## config.mk

```make
export PLATFORM = sky130hd
export DESIGN_NAME = axi_lite_reg_slave
export DESIGN_NICKNAME = d
export VERILOG_FILES = /design/src/rtl/axi_lite_pkg.sv /design/src/rtl/axi_lite_reg_slave.sv
export SDC_FILE = /design/constraint.sdc
export NUM_CORES = 1
export LEC_CHECK = 0
export CAP_MARGIN = 15
export CORE_UTILIZATION = 45
export CTS_BUF_LIST = sky130_fd_sc_hd__clkbuf_2
export CTS_CLUSTER_SIZE = 12
export DETAILED_ROUTE_END_ITERATION = 10
export PLACE_DENSITY = 0.78
export SKIP_LAST_GASP = 1
export SLEW_MARGIN = 20
export SYNTH_ARGS = -nofsm -noshare
export SYNTH_HDL_FRONTEND = slang
export SYNTH_SLANG_ARGS = --single-unit
```

## constraint.sdc

```tcl
create_clock -name aclk -period 5.7 [get_ports aclk]
set_clock_uncertainty 0.1 [all_clocks]
set_input_delay 0.57 -clock aclk [delete_from_list [all_inputs] [get_ports aclk]]
set_output_delay 0.57 -clock aclk [all_outputs]
set_load 0.1 [all_outputs]
```

## src/rtl/axi_lite_pkg.sv

```systemverilog
// ============================================================================
//  Module   : axi_lite_pkg
//  Brief    : Shared AXI4-Lite response codes and register-map offsets for
//             the register slave.
//  Revision : 1.0 - initial release
// ============================================================================
`default_nettype none

package axi_lite_pkg;

   // AXI response encodings
   localparam logic [1:0] RESP_OKAY   = 2'b00;
   localparam logic [1:0] RESP_SLVERR = 2'b10;
   localparam logic [1:0] RESP_DECERR = 2'b11;

   // Register map (byte offsets, word aligned)
   localparam int          NUM_RW_REGS  = 6;
   localparam logic [11:0] OFF_REG0     = 12'h000;
   localparam logic [11:0] OFF_REG5     = 12'h014;
   localparam logic [11:0] OFF_ID       = 12'h018;
   localparam logic [11:0] OFF_WR_COUNT = 12'h01C;

   // Rebuild an aligned byte offset from the decoded word index ADDR[11:2]
   function automatic logic [11:0] word_offset(input logic [9:0] word_idx);
      return {word_idx, 2'b00};
   endfunction

   // True for offsets that land on one of the read/write registers
   function automatic logic is_rw_offset(input logic [11:0] off);
      return (off >= OFF_REG0) && (off <= OFF_REG5);
   endfunction

endpackage

`default_nettype wire

```

## src/rtl/axi_lite_reg_slave.sv

```systemverilog
// ============================================================================
//  Module   : axi_lite_reg_slave
//  Brief    : AXI4-Lite register slave: six byte-strobed RW registers, a
//             read-only ID word and a read-only count of successful writes.
//             Independent read and write state machines, one outstanding
//             transaction per direction, READY/VALID driven from state only.
//  Revision : 1.0 - initial release
// ============================================================================
`default_nettype none

module axi_lite_reg_slave
   import axi_lite_pkg::*;
#(
   parameter logic [31:0] ID_VALUE    = 32'h5043_3201,
   parameter logic [31:0] RESET_VALUE = 32'h0000_0000
) (
   input  logic          aclk,
   input  logic          aresetn,
   // write address channel
   input  logic [31:0]   S_AWADDR,
   input  logic [2:0]    S_AWPROT,
   input  logic          S_AWVALID,
   output logic          S_AWREADY,
   // write data channel
   input  logic [31:0]   S_WDATA,
   input  logic [3:0]    S_WSTRB,
   input  logic          S_WVALID,
   output logic          S_WREADY,
   // write response channel
   output logic [1:0]    S_BRESP,
   output logic          S_BVALID,
   input  logic          S_BREADY,
   // read address channel
   input  logic [31:0]   S_ARADDR,
   input  logic [2:0]    S_ARPROT,
   input  logic          S_ARVALID,
   output logic          S_ARREADY,
   // read data channel
   output logic [31:0]   S_RDATA,
   output logic [1:0]    S_RRESP,
   output logic          S_RVALID,
   input  logic          S_RREADY,
   // register contents
   output logic [191:0]  REG_O
);

   // Write FSM encoding
   localparam logic [1:0] W_IDLE    = 2'd0;
   localparam logic [1:0] W_HAVE_AW = 2'd1;
   localparam logic [1:0] W_HAVE_W  = 2'd2;
   localparam logic [1:0] W_RESP    = 2'd3;

   // Read FSM encoding
   localparam logic [0:0] R_IDLE = 1'b0;
   localparam logic [0:0] R_DATA = 1'b1;

   logic [1:0]                   w_state_q, w_state_d;
   logic [11:0]                  awaddr_q, awaddr_d;
   logic [31:0]                  wdata_q, wdata_d;
   logic [3:0]                   wstrb_q, wstrb_d;
   logic [1:0]                   bresp_q, bresp_d;
   logic [NUM_RW_REGS-1:0][31:0] regs_q, regs_d;
   logic [31:0]                  wr_count_q, wr_count_d;

   logic [0:0]                   r_state_q, r_state_d;
   logic [31:0]                  rdata_q, rdata_d;
   logic [1:0]                   rresp_q, rresp_d;

   logic                         aw_hs, w_hs, w_commit;
   logic [11:0]                  commit_off, rd_off;
   logic [31:0]                  commit_data;
   logic [3:0]                   commit_strb;

   // Address bits outside the local decode window and PROT are not used
   logic unused_inputs;
   assign unused_inputs = ^{S_AWADDR[31:12], S_AWADDR[1:0], S_AWPROT,
                            S_ARADDR[31:12], S_ARADDR[1:0], S_ARPROT};

   // Handshake flags and outputs, all derived from state flops only
   assign S_AWREADY = (w_state_q == W_IDLE) || (w_state_q == W_HAVE_W);
   assign S_WREADY  = (w_state_q == W_IDLE) || (w_state_q == W_HAVE_AW);
   assign S_BVALID  = (w_state_q == W_RESP);
   assign S_BRESP   = bresp_q;
   assign S_ARREADY = (r_state_q == R_IDLE);
   assign S_RVALID  = (r_state_q == R_DATA);
   assign S_RDATA   = rdata_q;
   assign S_RRESP   = rresp_q;
   assign REG_O     = regs_q;

   assign aw_hs = S_AWVALID && S_AWREADY;
   assign w_hs  = S_WVALID  && S_WREADY;

   // The half arriving on the commit edge comes straight from the bus; the
   // half that arrived earlier comes from the capture registers.
   assign commit_off  = aw_hs ? word_offset(S_AWADDR[11:2]) : awaddr_q;
   assign commit_data = w_hs  ? S_WDATA : wdata_q;
   assign commit_strb = w_hs  ? S_WSTRB : wstrb_q;
   assign rd_off      = word_offset(S_ARADDR[11:2]);

   // Write FSM next state; flags the edge that enters W_RESP as the commit
   always_comb begin
      w_state_d = w_state_q;
      w_commit  = 1'b0;
      case (w_state_q)
         W_IDLE: begin
            if (aw_hs && w_hs) begin
               w_state_d = W_RESP;
               w_commit  = 1'b1;
            end else if (aw_hs) begin
               w_state_d = W_HAVE_AW;
            end else if (w_hs) begin
               w_state_d = W_HAVE_W;
            end
         end
         W_HAVE_AW: begin
            if (w_hs) begin
               w_state_d = W_RESP;
               w_commit  = 1'b1;
            end
         end
         W_HAVE_W: begin
            if (aw_hs) begin
               w_state_d = W_RESP;
               w_commit  = 1'b1;
            end
         end
         W_RESP: begin
            if (S_BREADY) begin
               w_state_d = W_IDLE;
            end
         end
         default: w_state_d = W_IDLE;
      endcase
   end

   // Hold whichever write half has been accepted until the other one arrives
   always_comb begin
      awaddr_d = aw_hs ? word_offset(S_AWADDR[11:2]) : awaddr_q;
      wdata_d  = w_hs  ? S_WDATA : wdata_q;
      wstrb_d  = w_hs  ? S_WSTRB : wstrb_q;
   end

   // Register commit with byte strobes, response code and write counter
   always_comb begin
      regs_d     = regs_q;
      wr_count_d = wr_count_q;
      bresp_d    = bresp_q;
      if (w_commit) begin
         if (is_rw_offset(commit_off)) begin
            bresp_d    = RESP_OKAY;
            wr_count_d = wr_count_q + 32'd1;
            for (int i = 0; i < NUM_RW_REGS; i++) begin
               if (commit_off[11:2] == 10'(i)) begin
                  for (int b = 0; b < 4; b++) begin
                     if (commit_strb[b]) begin
                        regs_d[i][b*8 +: 8] = commit_data[b*8 +: 8];
                     end
                  end
               end
            end
         end else begin
            bresp_d = RESP_SLVERR;
         end
      end
   end

   // Read FSM: capture data and response on the AR handshake edge
   always_comb begin
      r_state_d = r_state_q;
      rdata_d   = rdata_q;
      rresp_d   = rresp_q;
      case (r_state_q)
         R_IDLE: begin
            if (S_ARVALID) begin
               r_state_d = R_DATA;
               rresp_d   = RESP_OKAY;
               rdata_d   = 32'h0;
               if (is_rw_offset(rd_off)) begin
                  for (int i = 0; i < NUM_RW_REGS; i++) begin
                     if (rd_off[11:2] == 10'(i)) begin
                        rdata_d = regs_q[i];
                     end
                  end
               end else if (rd_off == OFF_ID) begin
                  rdata_d = ID_VALUE;
               end else if (rd_off == OFF_WR_COUNT) begin
                  rdata_d = wr_count_q;
               end else begin
                  rresp_d = RESP_SLVERR;
               end
            end
         end
         R_DATA: begin
            if (S_RREADY) begin
               r_state_d = R_IDLE;
            end
         end
         default: r_state_d = R_IDLE;
      endcase
   end

   // Write-side state, capture and register storage
   always_ff @(posedge aclk or negedge aresetn) begin
      if (!aresetn) begin
         w_state_q  <= W_IDLE;
         awaddr_q   <= 12'h0;
         wdata_q    <= 32'h0;
         wstrb_q    <= 4'h0;
         bresp_q    <= RESP_OKAY;
         regs_q     <= {NUM_RW_REGS{RESET_VALUE}};
         wr_count_q <= 32'h0;
      end else begin
         w_state_q  <= w_state_d;
         awaddr_q   <= awaddr_d;
         wdata_q    <= wdata_d;
         wstrb_q    <= wstrb_d;
         bresp_q    <= bresp_d;
         regs_q     <= regs_d;
         wr_count_q <= wr_count_d;
      end
   end

   // Read-side state and captured response
   always_ff @(posedge aclk or negedge aresetn) begin
      if (!aresetn) begin
         r_state_q <= R_IDLE;
         rdata_q   <= 32'h0;
         rresp_q   <= RESP_OKAY;
      end else begin
         r_state_q <= r_state_d;
         rdata_q   <= rdata_d;
         rresp_q   <= rresp_d;
      end
   end

endmodule

`default_nettype wire
```

==> impl_results.md <==
* Setup Crit Path Kind: register to register
* Row count at 64
* Layout cell share with drive strength beyond 1 at 30.9%
* Hold Fails Final Rpt at 0
* Netlist cell types at 53
* Overflow after GRT at 0
* # DRC at 0
* Pwr/cell area at 461 nW/um^2
* Via density at 5.61
* Commonest non-fill, non-tap cell in the layout: dfrtp_1
* Async set-or-reset flop fraction in the synthesized netlist at 100%
* Vias in the first global route at 10700
* Chip width at 179 um
* Drt first pass iters at 4
* Status: completed
* Post-DRT Antenna Nets at 0
* Antenna violations before repair at 2
* Tmin final at between 3000 and 4000 ps
* Total Power at 8340 uW
* Final setup violation count at 0
* Inserted Clock Buffers at 80
* Peak VDD IR at 0.262 mV
* Final GP Congestion at 0.804
* CP Launch Type: register
* Slew Limit Fails at 0
* Starting DRC count in detailed routing at 558
* Area Overhead vs Synth at 29.2%
* Max Cap Viol at 0
* Max Buffers Root-to-Sink at 3
* Leakage at 0.00829 uW
* Die area at 31900 um^2
* Post_cts resized at 0
* Most frequent cells in the layout: 309 x dfrtp_1, 290 x clkdlybuf4s50_1, 212 x mux2_2
* Boundary pin count at between 300 and 400
* Crit. End Element: register
* Setup TNS at 0 ps
* CP max FO at 16
* Largest net degree at the start of global routing at between 100 and 150
* H-tree levels at 3
* Slew Limit Headroom at 27.7%
* Clock slew at reported path FFs at 110 ps
* Final period util at about two thirds
* Sequential area share after synthesis at between 50 and 60%
* Synth Area per Inst at 14.4 um^2
* #FFs+latches synth at 309
* Multi-input gate area at 6050 um^2
* Core footprint at a little over 30000 um^2
* WL final at slightly below 40 mm
* CTS tree: done
* Worst-Skew Late Latency at about 860 ps
* First-pass GRT wire length at 60.9 mm
* Worst slew pin tran at 1080 ps
* Critical path arrival at 4360 ps
* Synthesized instance count at 976
* Via count at 9905
* Chip height at 179 um
* EDFF count, synth at 0
* Root buf cell: clkbuf_2
* Nets at between 1000 and 1500
* Ys Warns at 0
* Initial Utilization at 45.8%
* GRT Util Overall at 25.3%
* Num Clock Sinks at just over 300
* Port Buffer Count at approximately 290
* Worst Path Required at 6290 ps
* Filler cell count at between 2000 and 3000
* Area occupied by registers at 7730 um^2
* DP Wirelength at between 20 and 30 mm
* WL per Instance at ~22 um
* Max Fclk at 0.265 GHz
* Ys flop type: dfrtp_1
* RSZ-0062 raised after global routing: no
* Post-synth design cell area at 14000 um^2
* Worst hold path class: input pin to register
synthesized netlist by cell type, types with 2 or more instances:
cell      count  share of area (%)
and2_1        3               0.13
mux2i_2       4               0.39
nor3_4       16                1.9
o221ai_1     33                2.1
nor3b_1       2               0.11
nand2b_1      4               0.18
ha_1          6               0.54
and4_1        2               0.12
mux4_2       32                5.1
o21a_1       35                1.9
mux2_1       13                1.0
clkbuf_1     34               0.91
inv_1        19               0.51
a22oi_1      33                1.8
and3_1        6               0.27
dfrtp_1     309                 55
o211ai_4      3               0.45
or4_4         2               0.16
or2_2         2              0.089
or3_1         2              0.089
mux2i_1      37                2.6
buf_1         5               0.13
mux2_2      212                 17
nor3_1       13               0.46
nand2_1      38                1.0
nor4_4        3               0.45
xor2_1       24                1.5
nand3_1      12               0.43
buf_2         9               0.32
nor2b_1       2              0.089
nand4_1       7               0.31
buf_4         3               0.16
xnor2_1       7               0.44
a21oi_1       2              0.071
nor4_1       18               0.80
nor2_1        7               0.19
critical path, cell delays in order, from the launching register on:
cell and delay [ps]:
dfrtp_1 380, inv_1 100, ha_1 320, o21a_1 450, nand3_1 270, nand3_2 720, nor3_4 870, mux2_2 400
registers in the layout (all words and copies together) (netlist names):
signal / cells
S_BRESP: 1
S_RRESP: 1
REG_O: 192
wstrb_q: 4
wr_count_q: 32
awaddr_q: 12
wdata_q: 32
S_RVALID: 1
S_RDATA: 32
w_state_q: 2
worst paths after layout:
path,endpoint,cells after the start,from,slack (ps)
worst min register to register,awaddr_q[11]$_DFF_PN0_,2,awaddr_q[11]$_DFF_PN0_,380
worst min-delay path,awaddr_q[10]$_DFF_PN0_,3,S_AWADDR[10],170
worst max register to register,REG_O[12]$_DFFE_PN0P_,7,w_state_q[0]$_DFFE_PN0P_,1930
min in group asynchronous,REG_O[78]$_DFFE_PN0P_,2,aresetn,220
worst max-delay path,REG_O[12]$_DFFE_PN0P_,7,w_state_q[0]$_DFFE_PN0P_,1930
max in group asynchronous,wstrb_q[1]$_DFF_PN0_,3,aresetn,3790
timing repair:
action                    in CTS  in global routing
buffers inserted               0                  0
hold buffers                   1                  0
hold endpoints to repair     123                  0
through the flow:
| step | instances | hold WS [ps] | setup WS, ps | area (um^2) | utilization (%) |
|---|---|---|---|---|---|
| detailed placement | 1625 | 362 | 1690 | 17400 | 56.8 |
| floorplan | 977 | 174 | 2830 | 14000 | - |
| finish | 1765 | 174 | 1930 | 18100 | 59.2 |
| CTS | 1763 | 93.7 | 1910 | 18100 | 59.2 |
| global route | 1765 | 132 | 1760 | 18100 | 59.2 |
| global placement | 1625 | 353 | 1760 | 17400 | 56.8 |
power breakdown:
part           leakage, uW  switching [uW]  total, uW  internal [uW]
combinational      0.00364            2930       3930           1000
clock             0.000545             894       1530            636
sequential         0.00410             265       2880           2610
cell type report:
class | count | area share (%)
Inverter | 21 | 0.435
Sequential cell | 309 | 42.7
Antenna cell | 2 | 0.0276
Tap cell | 396 | 2.74
Multi-Input combinational cell | 596 | 33.4
Clock buffer | 118 | 3.26
Timing Repair Buffer | 304 | 16.7
Clock inverter | 19 | 0.732
kinds of logic (layout without fill, tap and decap cells):
group | Yosys count | count (layout) | synth area share (%)
compound gates | 117 | 117 | 7.06
xor+xnor | 31 | 31 | 1.94
fa+ha+maj | 6 | 6 | 0.535
buf+inv | 72 | 462 | 2.09
flops | 309 | 309 | 55.1
mux | 298 | 298 | 26.2
other cells | 1 | 4 | 0.0267
simple gates | 142 | 142 | 6.99
routing by layer:
metal,GRT usage (%),share of wire [%],vias up
li1,-,-,4398
met1,31.6,41,5098
met2,41.4,49,330
met3,7.16,7.1,79
met4,10.1,2.9,0
met5,0,0,-
No activity file was read; power rests on OpenSTA's default activity.
